File: config.mk
export PLATFORM = sky130hd
export DESIGN_NAME = gtxe2_comm_qpll_refclk_ctrl
export DESIGN_NICKNAME = d
export VERILOG_FILES = /design/src/rtl/gtxe2_comm_pkg.sv /design/src/rtl/gtxe2_comm_qpll_refclk_ctrl.sv
export SDC_FILE = /design/constraint.sdc
export NUM_CORES = 1
export LEC_CHECK = 0
export CAP_MARGIN = 20
export CORE_ASPECT_RATIO = 1.2
export CORE_MARGIN = 2
export CORE_UTILIZATION = 57
export DETAILED_ROUTE_END_ITERATION = 6
export GPL_TIMING_DRIVEN = 0
export PLACE_DENSITY = 0.83
export SYNTH_ARGS = -nofsm -noshare
export SYNTH_HDL_FRONTEND = slang
export SYNTH_SLANG_ARGS = --single-unit
File: constraint.sdc
create_clock -name QPLLLOCKDETCLK -period 2.9 [get_ports QPLLLOCKDETCLK]
set_input_delay 0.87 -clock QPLLLOCKDETCLK [delete_from_list [all_inputs] [get_ports QPLLLOCKDETCLK]]
set_output_delay 0.87 -clock QPLLLOCKDETCLK [all_outputs]
set_load 0.02 [all_outputs]
File: src/rtl/gtxe2_comm_pkg.sv
// rtl/gtxe2_comm_pkg.sv - shared types and constants for the GTXE2 common-block QPLL refclk control
package gtxe2_comm_pkg;

  typedef enum logic [2:0] {
    HOLD      = 3'd0,
    SETTLE    = 3'd1,
    GAP       = 3'd2,
    WAIT_LOCK = 3'd3,
    LOCKED    = 3'd4,
    FAIL      = 3'd5
  } qpll_state_t;

  localparam logic [2:0] QPLLREFCLKSEL_RESERVED = 3'b000;
  localparam logic [2:0] SEL_GTREFCLK0          = 3'b001;
  localparam logic [2:0] SEL_GTREFCLK1          = 3'b010;
  localparam logic [2:0] SEL_GTNORTHREFCLK0     = 3'b011;
  localparam logic [2:0] SEL_GTNORTHREFCLK1     = 3'b100;
  localparam logic [2:0] SEL_GTSOUTHREFCLK0     = 3'b101;
  localparam logic [2:0] SEL_GTSOUTHREFCLK1     = 3'b110;
  localparam logic [2:0] SEL_GTGREFCLK          = 3'b111;

  function automatic int max4(input int a, input int b, input int c, input int d);
    int m;
    m = a;
    if (b > m) m = b;
    if (c > m) m = c;
    if (d > m) m = d;
    return m;
  endfunction

  // QPLL is powered down whenever the mux may be moving or the sequence has given up
  function automatic logic state_pd(input qpll_state_t s);
    return (s == HOLD) || (s == SETTLE) || (s == FAIL);
  endfunction

  function automatic logic state_rst(input qpll_state_t s);
    return (s != WAIT_LOCK) && (s != LOCKED);
  endfunction

endpackage

File: src/rtl/gtxe2_comm_qpll_refclk_ctrl.sv
// rtl/gtxe2_comm_qpll_refclk_ctrl.sv - QPLL refclk select sequencer with lock supervision and retries
module gtxe2_comm_qpll_refclk_ctrl
  import gtxe2_comm_pkg::*;
#(
  parameter logic [2:0] DEFAULT_SEL   = 3'b001,
  parameter int         HOLD_CYCLES   = 8,
  parameter int         SETTLE_CYCLES = 16,
  parameter int         PD_RESET_GAP  = 4,
  parameter int         LOCK_TIMEOUT  = 1024,
  parameter int         MAX_RETRIES   = 3
) (
  input  logic       QPLLLOCKDETCLK,
  input  logic       RESET,
  input  logic [2:0] SEL_REQ,
  input  logic       SEL_REQ_VALID,
  output logic       SEL_REQ_READY,
  input  logic       QPLLLOCK,
  output logic [2:0] QPLLREFCLKSEL,
  output logic       QPLLPD,
  output logic       QPLLRESET,
  output logic       SEL_DONE,
  output logic       SEL_ERROR,
  output logic       FAILED,
  output logic       BUSY,
  output logic [2:0] RETRY_CNT
);

  localparam int CW = $clog2(max4(HOLD_CYCLES, SETTLE_CYCLES, PD_RESET_GAP, LOCK_TIMEOUT)) + 1;

  qpll_state_t state, state_next;
  logic [CW-1:0] cnt;
  logic [2:0]    pend_sel;

  logic req_accept, req_reserved, req_go;
  logic load_sel, retry_inc, retry_clr, lock_done, lock_fail;

  assign SEL_REQ_READY = (state == LOCKED) || (state == FAIL);
  assign BUSY          = !SEL_REQ_READY;

  assign req_accept   = SEL_REQ_VALID && SEL_REQ_READY;
  assign req_reserved = req_accept && (SEL_REQ == QPLLREFCLKSEL_RESERVED);
  assign req_go       = req_accept && (SEL_REQ != QPLLREFCLKSEL_RESERVED);

  always_ff @(posedge QPLLLOCKDETCLK) begin
    if (RESET) state <= HOLD;
    else       state <= state_next;
  end

  always_comb begin
    state_next = state;
    load_sel   = 1'b0;
    retry_inc  = 1'b0;
    retry_clr  = 1'b0;
    lock_done  = 1'b0;
    lock_fail  = 1'b0;
    case (state)
      HOLD: if (cnt == CW'(HOLD_CYCLES - 1)) begin
        state_next = SETTLE;
        load_sel   = 1'b1;
      end
      SETTLE: if (cnt == CW'(SETTLE_CYCLES - 1)) state_next = GAP;
      GAP:    if (cnt == CW'(PD_RESET_GAP - 1))  state_next = WAIT_LOCK;
      WAIT_LOCK: begin
        // lock wins over a coincident timeout
        if (QPLLLOCK) begin
          state_next = LOCKED;
          lock_done  = 1'b1;
        end else if (cnt == CW'(LOCK_TIMEOUT - 1)) begin
          if (RETRY_CNT < 3'(MAX_RETRIES)) begin
            state_next = GAP;
            retry_inc  = 1'b1;
          end else begin
            state_next = FAIL;
            lock_fail  = 1'b1;
          end
        end
      end
      LOCKED: begin
        if (req_go) begin
          state_next = HOLD;
          retry_clr  = 1'b1;
        end else if (!req_reserved && !QPLLLOCK) begin
          state_next = GAP;
          retry_clr  = 1'b1;
        end
      end
      FAIL: if (req_go) begin
        state_next = HOLD;
        retry_clr  = 1'b1;
      end
      default: state_next = HOLD;
    endcase
  end

  // QPLL pins are registered from the next state so they never glitch on state decode
  always_ff @(posedge QPLLLOCKDETCLK) begin
    if (RESET) begin
      cnt           <= '0;
      pend_sel      <= DEFAULT_SEL;
      QPLLREFCLKSEL <= DEFAULT_SEL;
      QPLLPD        <= 1'b1;
      QPLLRESET     <= 1'b1;
      SEL_DONE      <= 1'b0;
      SEL_ERROR     <= 1'b0;
      FAILED        <= 1'b0;
      RETRY_CNT     <= 3'd0;
    end else begin
      if (state_next != state || state == LOCKED || state == FAIL) cnt <= '0;
      else                                                         cnt <= cnt + CW'(1);
      if (req_go)   pend_sel      <= SEL_REQ;
      if (load_sel) QPLLREFCLKSEL <= pend_sel;
      QPLLPD    <= state_pd(state_next);
      QPLLRESET <= state_rst(state_next);
      SEL_DONE  <= lock_done;
      SEL_ERROR <= req_reserved || lock_fail;
      if (req_go)         FAILED <= 1'b0;
      else if (lock_fail) FAILED <= 1'b1;
      if (retry_clr)      RETRY_CNT <= 3'd0;
      else if (retry_inc) RETRY_CNT <= RETRY_CNT + 3'd1;
    end
  end

endmodule

==> impl_metrics.toml <==
[timing]
slew_headroom_pct = 71.4
maxSlewViolCount = 0
whs_ns = 0.482
rsz0062_at_grt = "false"
fin_crit_sh_pct = 88.0
worstMarginPinSlew_ns = 0.429
setup_viol = 0
finalCriticalPeriod_ns = 2.55
hold_viol = 0
setup_tns_ns = 0
fmaxAchievable_mhz = 392
skew_ns = 0.00365

[yosys]
synth_compound_area_share_pct = 15.3
syn_inst = 148
synth_xor_area_share_pct = 6.86
synthSimpleGateAreaFrac_pct = 28.7
synth_adder_area_share_pct = 1.78
synth_edf_count = 0
ys_seq_area_share_pct = 39.9
synth_flop_cell = "dfxtp_1"
yosysUniqueCellTypes = 49
synthMuxAreaShare_pct = 3.65
synth_top_cell_by_area = "dfxtp_1"
ys_warn_count = 0
syn_avg_cell_area_um2 = 9.49
synth_top_family_by_area = "simple AND/OR/NAND/NOR gates"
synth_top_cell_area_share_pct = 39.9
syn_nets = 157
synthArstFlopShare_pct = 0
netlist_area_mm2 = 0.00141
synth.ff_latch_count = 28
yosys-top-cells-area = "dfxtp_1 (40%), nor2_1 (6.4%), xnor2_1 (3.7%), xor2_1 (3.1%), mux2i_1 (2.8%)"

[worst_setup_path]
cp_num_buf_inv = 1
slowest_delay_ns = 0.61
crit_arrival_ns = 1.68
critPathMaxFanout = 7
slowest_stage = "clkdlybuf4s50_1"
cp.required_ns = 2.03
crit_chain = "and2b_4 -> clkdlybuf4s50_1"
worstSetupStartpointType = "flip-flop"
cp-end-kind = "output port"
crit_type = "flip-flop to output port"
critPathTopFamily = "buffers and inverters"

[hold_path]
hp-class = "flip-flop to flip-flop"

[cells_and_area]
syn_to_final_growth_pct = 17.9
finalNonFillerCells = 201
drive_gt1_share_pct = 14.1
layout_common_cells = "dfxtp_1 (28), nor2_1 (24), clkdlybuf4s50_1 (19)"
fin_util_pct = 71.8
nets = 181
multi_input_area_um2 = 791
mostFrequentLayoutCell = "dfxtp_1"
regArea_um2 = 561
num_antenna_cells = 0
num-fill-cells = 182

[drt]
via_per_inst = 5.61
num_vias = 1128
drt_iter0_markers = 24
post_drt_wl_per_cell_um = 13.6
final_antenna_net_count = 0
drt_wl_total_mm = 2.73
drc = 0
first_pass_iters = 4

[global_route]
grt_use_total_pct = 21.8
gr-total-overflow = 0
grt_antenna_before_repair = 0
grt_pass1_wl_mm = 4.91
first_global_vias = 1154
grt_max_degree = 15

[cts]
clkTransAtPathRegs_ns = 0.13
cts.sinks = 28
cts_setup_buffers = 0
htree_levels = 1
cts_resized = 0
cts-buffers-inserted = 3
cts-root-buf = "clkbuf_4"
clockBufferDepth = 2
cts_hold_buf = 0
cts_tree = "yes"
insertion_delay_ns = 0.32

[power_and_ir_drop]
p_per_area_mw_per_mm2 = 352
peakVddDrop_v = 0.000369
p_leak_nw = 0.638
power_w = 0.000582

[placed_design]
dp_hpwl_mm = 2.19
io_buffers = 19
gp_congestion = 0.825
place_inst = 198

[flow_run]
drv_cap = 0

[run_status]
status = "finished clean"

[floorplan]
die-area_mm2 = 0.00288
die_y_um = 58.4
row_count = 19
initial_core_util_pct = 60.9
coreArea_mm2 = 0.00231
pin_count = 20
die_w_um = 49.3
[flip-flops by register name (all words and copies together), names as in the netlist]
name	flops
FAILED	1
QPLLPD	1
QPLLREFCLKSEL	3
QPLLRESET	1
RETRY_CNT	3
SEL_DONE	1
SEL_ERROR	1
cnt	11
pend_sel	3
state	3
[power breakdown]
part | total (W) | internal (W) | switching [W]
Combinational | 0.0000423 | 0.0000192 | 0.0000231
Clock | 0.000148 | 0.0000487 | 0.0000993
Sequential | 0.000392 | 0.000389 | 0.00000304
Total | 0.000582 | 0.000457 | 0.000125
[cell families (layout without fill, tap and decap cells)]
logic type,after synthesis,count (layout)
and+or+nand+nor,65,65
DFF,28,28
AOI/OAI and AO/OA,25,25
buffers and inverters,12,34
xor gates and xnor gates,11,11
muxes,5,5
adders and majority gates,2,2
[synthesized netlist by cell type, types with 2 or more instances]
| library cell | instances |
|---|---|
| dfxtp_1 | 28 |
| nand2_1 | 6 |
| a22oi_1 | 3 |
| nor3_1 | 6 |
| and2_1 | 2 |
| mux2i_1 | 4 |
| inv_1 | 5 |
| nor3b_1 | 2 |
| nor4_2 | 2 |
| nand2b_1 | 3 |
| ha_1 | 2 |
| xnor2_1 | 6 |
| nand3_1 | 5 |
| a21oi_1 | 5 |
| o21bai_1 | 2 |
| o21ai_0 | 2 |
| xor2_1 | 5 |
| a31oi_1 | 2 |
| nor2_1 | 24 |
| nand3_4 | 2 |
| buf_2 | 4 |
[per-stage QoR]
step / area (µm²) / worst slack [ns]
after floorplan: 1410 / 0.885
after global placement: 1630 / 0.278
after detailed placement: 1630 / 0.258
after CTS: 1660 / 0.343
after global routing: 1660 / 0.266
final: 1660 / 0.348
[worst paths after layout]
kind,end,slack (ns),start,cells past startpoint
worst max register to register,QPLLRESET,1.00,cnt[0],6
worst min register to register,QPLLREFCLKSEL[0],0.48,QPLLREFCLKSEL[0],1
worst min-delay path,QPLLREFCLKSEL[0],0.48,QPLLREFCLKSEL[0],1
worst max-delay path,SEL_REQ_READY,0.35,state[2],2
[layout make-up]
class / instances / share of cell area, %
flip-flops and latches: 28 / 33.8
plain buffers: 6 / 1.89
inverters: 6 / 1.36
multi-input cells: 108 / 47.7
repair buffers: 19 / 11.5
clock buffers: 3 / 1.36
well taps: 31 / 2.34
[layer usage]
metal	part of all wire (%)	up-vias	routed length [µm]	GRT usage, %
li1	-	569	-	-
met1	42	534	1140	24.4
met2	52	18	1420	39.0
met3	3.3	7	90	4.31
met4	2.5	0	68	11.8
met5	0	-	0	0
Note: power is estimated with default switching activity, not from simulation.
